File: src/rtl/csa_top.sv
// Registered 4:2 carry-save compressor that reduces four operands and two carry-ins
// to a sum/carry pair. It is used to hold the online-multiplier residual in redundant form.

module csa_fa (
    input  logic x,
    input  logic y,
    input  logic z,
    output logic s,
    output logic co
);
    assign s  = x ^ y ^ z;
    assign co = (x & y) | (x & z) | (y & z);
endmodule

// Top-bit cell. The carry out of the MSB has no weight inside the word, so only the sum is built.
module csa_xor3 (
    input  logic x,
    input  logic y,
    input  logic z,
    output logic s
);
    assign s = x ^ y ^ z;
endmodule

module csa_top #(
    parameter int Stage = 3,
    parameter int WL    = Stage
) (
    input  logic          clk,
    input  logic          nReset,
    input  logic [WL-1:0] a,
    input  logic [WL-1:0] b,
    input  logic [WL-1:0] c,
    input  logic [WL-1:0] d,
    input  logic          cin1,
    input  logic          cin2,
    output logic [WL-1:0] Ws,
    output logic [WL-1:0] Wc
);
    logic [WL-1:0] s1;
    logic [WL-1:0] t;
    logic [WL-1:0] ws_n;
    logic [WL-1:0] wc_n;

    assign t[0]    = cin1;
    assign wc_n[0] = cin2;

    // Each carry feeds the next bit position directly, which performs the one-bit shift in place.
    for (genvar i = 0; i < WL; i++) begin : g_bit
        if (i < WL - 1) begin : g_full
            csa_fa u_l1 (.x(a[i]),  .y(b[i]), .z(c[i]), .s(s1[i]),   .co(t[i+1]));
            csa_fa u_l2 (.x(s1[i]), .y(d[i]), .z(t[i]), .s(ws_n[i]), .co(wc_n[i+1]));
        end else begin : g_msb
            csa_xor3 u_l1 (.x(a[i]),  .y(b[i]), .z(c[i]), .s(s1[i]));
            csa_xor3 u_l2 (.x(s1[i]), .y(d[i]), .z(t[i]), .s(ws_n[i]));
        end
    end

    always_ff @(posedge clk) begin
        if (nReset) begin
            Ws <= '0;
            Wc <= '0;
        end else begin
            Ws <= ws_n;
            Wc <= wc_n;
        end
    end
endmodule

File: config.mk
export PLATFORM = sky130hd
export DESIGN_NAME = csa_top
export DESIGN_NICKNAME = d
export VERILOG_FILES = /design/src/rtl/csa_top.sv
export SDC_FILE = /design/constraint.sdc
export NUM_CORES = 1
export LEC_CHECK = 0
export CAP_MARGIN = 20
export CORE_AREA = 2 2 39 41
export DETAILED_ROUTE_END_ITERATION = 12
export DIE_AREA = 0 0 41 43
export GPL_ROUTABILITY_DRIVEN = 0
export PLACE_DENSITY = 0.62
export SYNTH_ARGS = -nofsm -noshare
export SYNTH_HDL_FRONTEND = slang
export SYNTH_SLANG_ARGS = --single-unit
File: constraint.sdc
create_clock -name clk -period 1.5 [get_ports clk]
set_clock_uncertainty 0.1 [all_clocks]
set_input_delay 0.3 -clock clk [delete_from_list [all_inputs] [get_ports clk]]
set_output_delay 0.3 -clock clk [all_outputs]
set_load 0.05 [all_outputs]
==> metrics.md <==
| Metric | Value |
|---|---|
| Status | `finished clean` |
| Vias in the first global route | `235` |
| Share of post-route cells with drive strength above 1 | `36.96%` |
| Largest net degree at the start of global routing | `7` |
| Final antenna-violating net count | `0` |
| Type of the worst setup path | `in -> reg` |
| HP Class | `in -> reg` |
| Hold Vio Cnt, Final | `0` |
| Post-Synth Adder-Cell Area | `26.67%` |
| Met1 Usage GRT | `7.309%` |
| Via density | `3.806` |
| # fillers | `130` |
| Die Ht | `43 um` |
| Routed Wire Length | `596 um` |
| Layout overhead on the synthesized area | `100.4%` |
| Finished Layout Cells | `62` |
| Period utilization | `98.97%` |
| Avg Synthesized Cell Area | `13.65 um^2` |
| DRT Pass-1 Iters | `1` |
| Minimum clock period | `1.485 ns` |
| Port Buf Inserts | `21` |
| Mapped cell area | `300.3 um^2` |
| Cells after Synth | `22` |
| Compound-Gate Fraction of Synth Area | `0%` |
| H-tree depth | `1` |
| Pwr Density | `991.0 nW/um^2` |
| Mapped Nets | `42` |
| DRC Markers | `0` |
| Final worst-path setup slack | `0.01539 ns` |
| Root Buffer | `clkbuf_4` |
| Vias | `236` |
| Multi-input logic area | `168.9 um^2` |
| FF/Latch Area | `120.1 um^2` |
| WHS Path Cells | `4` |
| Num CTS Buffers | `3` |
| Initial core utilization | `21.70%` |
| Max Fclk | `673.6 MHz` |
| Layout Utilization | `43.49%` |
| Worst EP required | `1.52 ns` |
| Hold-fix buffers, CTS | `0` |
| Synth Area in Simple Gates | `10.00%` |
| Cell row count | `14` |
| Worst-path clk slew | `0.04 ns` |
| Boundary pin count | `22` |
| TritonCTS clock tree | `yes` |
| Post-detail-place hpwl | `545.3 um` |
| Post-CTS setup buffers | `0` |
| # diodes | `0` |
| Worst slack, placed | `-0.6153 ns` |
| Placed Instances | `59` |
| Crit path arrival time | `1.50 ns` |
| Global routing's busiest layer | `met2` |
| FF+latch count, synth | `6` |
| GR Util met3 | `3.665%` |
| XOR/XNOR Fraction of Synth Area | `19.58%` |
| First-pass GRT wire length | `910 um` |
| Die area | `1763 um^2` |
| Largest family of logic cells by synthesized area | `adder cells` |
| Synth cell types | `8` |
| CTS Sinks | `6` |
| Total of max-cap violations | `0` |
| Worst-margin pin slew | `0.2363 ns` |
| Sequential cell area fraction in the yosys report | `40.00%` |
| Pwr Total | `0.0005964 W` |
| Core ar. | `1384 um^2` |
| Cell taking the most area after synthesis | `dfxtp_1` |
| Clk buf depth | `2` |
| All-layer global routing usage | `8.316%` |
| Starting DRT DRC Count | `0` |
| Worst hold endpoint | `Ws[1]$_SDFF_PP0_` |
| Synth top area cells | `dfxtp_1 (40%), fa_1 (27%), xnor2_4 (9.2%)` |
| Final count of pins violating max slew | `0` |
| Hold_sp | `c[0]` |
| Synth top area share | `40.00%` |
| Initial antenna violation count | `0` |
| Mux contribution to synthesized area | `0%` |
| Die X | `41 um` |
| Critical Path End Type | `flop` |
| Worst-path maximum fanout | `1` |
| Gr ovfl total | `0` |
| Peak supply drop | `290.8 uV` |
| Met2 Track Usage GR | `13.75%` |
| Final Net Count | `68` |
| Max transition margin | `84.20%` |
| Setup violators final | `0` |
| Crit start category | `input pin` |
| Ys Warns | `0` |
| RSZ-0062 raised after global routing | `yes` |
| Wirelength per Cell | `9.613 um` |
| LEAKAGE | `0.2649 nW` |
-- registers in the layout (all words and copies together), names as in the netlist --
register / flops
Wc: 3
Ws: 3
-- cell usage after synthesis, drive strengths merged --
cell type  n
xnor3      1
dfxtp      6
nor2b      3
fa         4
nor2       3
xnor2      2
inv        3
-- cell families after synthesis --
group	after synthesis
XOR/XNOR	3
flip-flops	6
buffers and inverters	3
adder cells (fa/ha/maj)	4
AND/OR/NAND/NOR	6
-- worst max path at each step --
stage	slack, ns	end	start
floorplan	-0.09	Ws[1]$_SDFF_PP0_	a[1]
finish	0.02	Ws[1]$_SDFF_PP0_	a[1]
detailed placement	-0.62	Ws[1]$_SDFF_PP0_	a[1]
CTS	-0.004	Ws[0]$_SDFF_PP0_	c[0]
global placement	-0.56	Ws[1]$_SDFF_PP0_	a[1]
global route	-0.03	Ws[1]$_SDFF_PP0_	a[1]
-- per-stage QoR --
stage	hold WS, ns	setup TNS (ns)	area, um^2
3_5_place_dp	0.6472	-2.454	590.6
6_report	0.5101	0	601.8
3_3_place_gp	0.6484	-2.320	590.6
4_1_cts	0.5393	-0.003732	589.3
5_1_grt	0.5258	-0.02834	601.8
2_1_floorplan	0.2716	-0.1544	300.3
-- cells in the final DEF (no fill, tap or decap), drive strengths merged --
cell | netlist | final
buf | 0 | 12
nor2 | 3 | 3
fa | 4 | 4
nor2b | 3 | 3
clkbuf | 0 | 3
dfxtp | 6 | 6
xnor2 | 2 | 2
inv | 3 | 3
xnor3 | 1 | 1
clkdlybuf4s50 | 0 | 9
-- layer usage --
| layer | vias to the layer above | part of all wire, % |
|---|---|---|
| met3 | 0 | 19 |
| met2 | 19 | 53 |
| met4 | 0 | 0 |
| met5 | - | 0 |
| li1 | 114 | - |
| met1 | 103 | 28 |
-- critical path: stages --
cell and delay [ns]:
buf_6 0.09, fa_1 0.56, fa_1 0.42, nor2b_1 0.13
-- where the power goes --
| group | switching [W] | leakage [nW] | internal, W |
|---|---|---|---|
| Clock | 0.0000493 | 0.0138 | 0.0000899 |
| Combinational | 0.000116 | 0.201 | 0.000145 |
| Sequential | 0.0000161 | 0.0500 | 0.000181 |
| Total | 0.000181 | 0.265 | 0.000415 |
-- timing repair --
action / 4_1_cts / 5_1_grt
pin swaps: 5 / 5
endpoints found under the setup margin: 5 / 2
resized for setup: 26 / 2
-- cell type report --
type,count,area share [%]
sequential,6,19.96
multi-input combinational,13,28.07
inverter,3,1.871
clock buffer,3,3.742
timing repair buffer,21,43.04
tap,16,3.326
(Power assumes the default switching activity.)
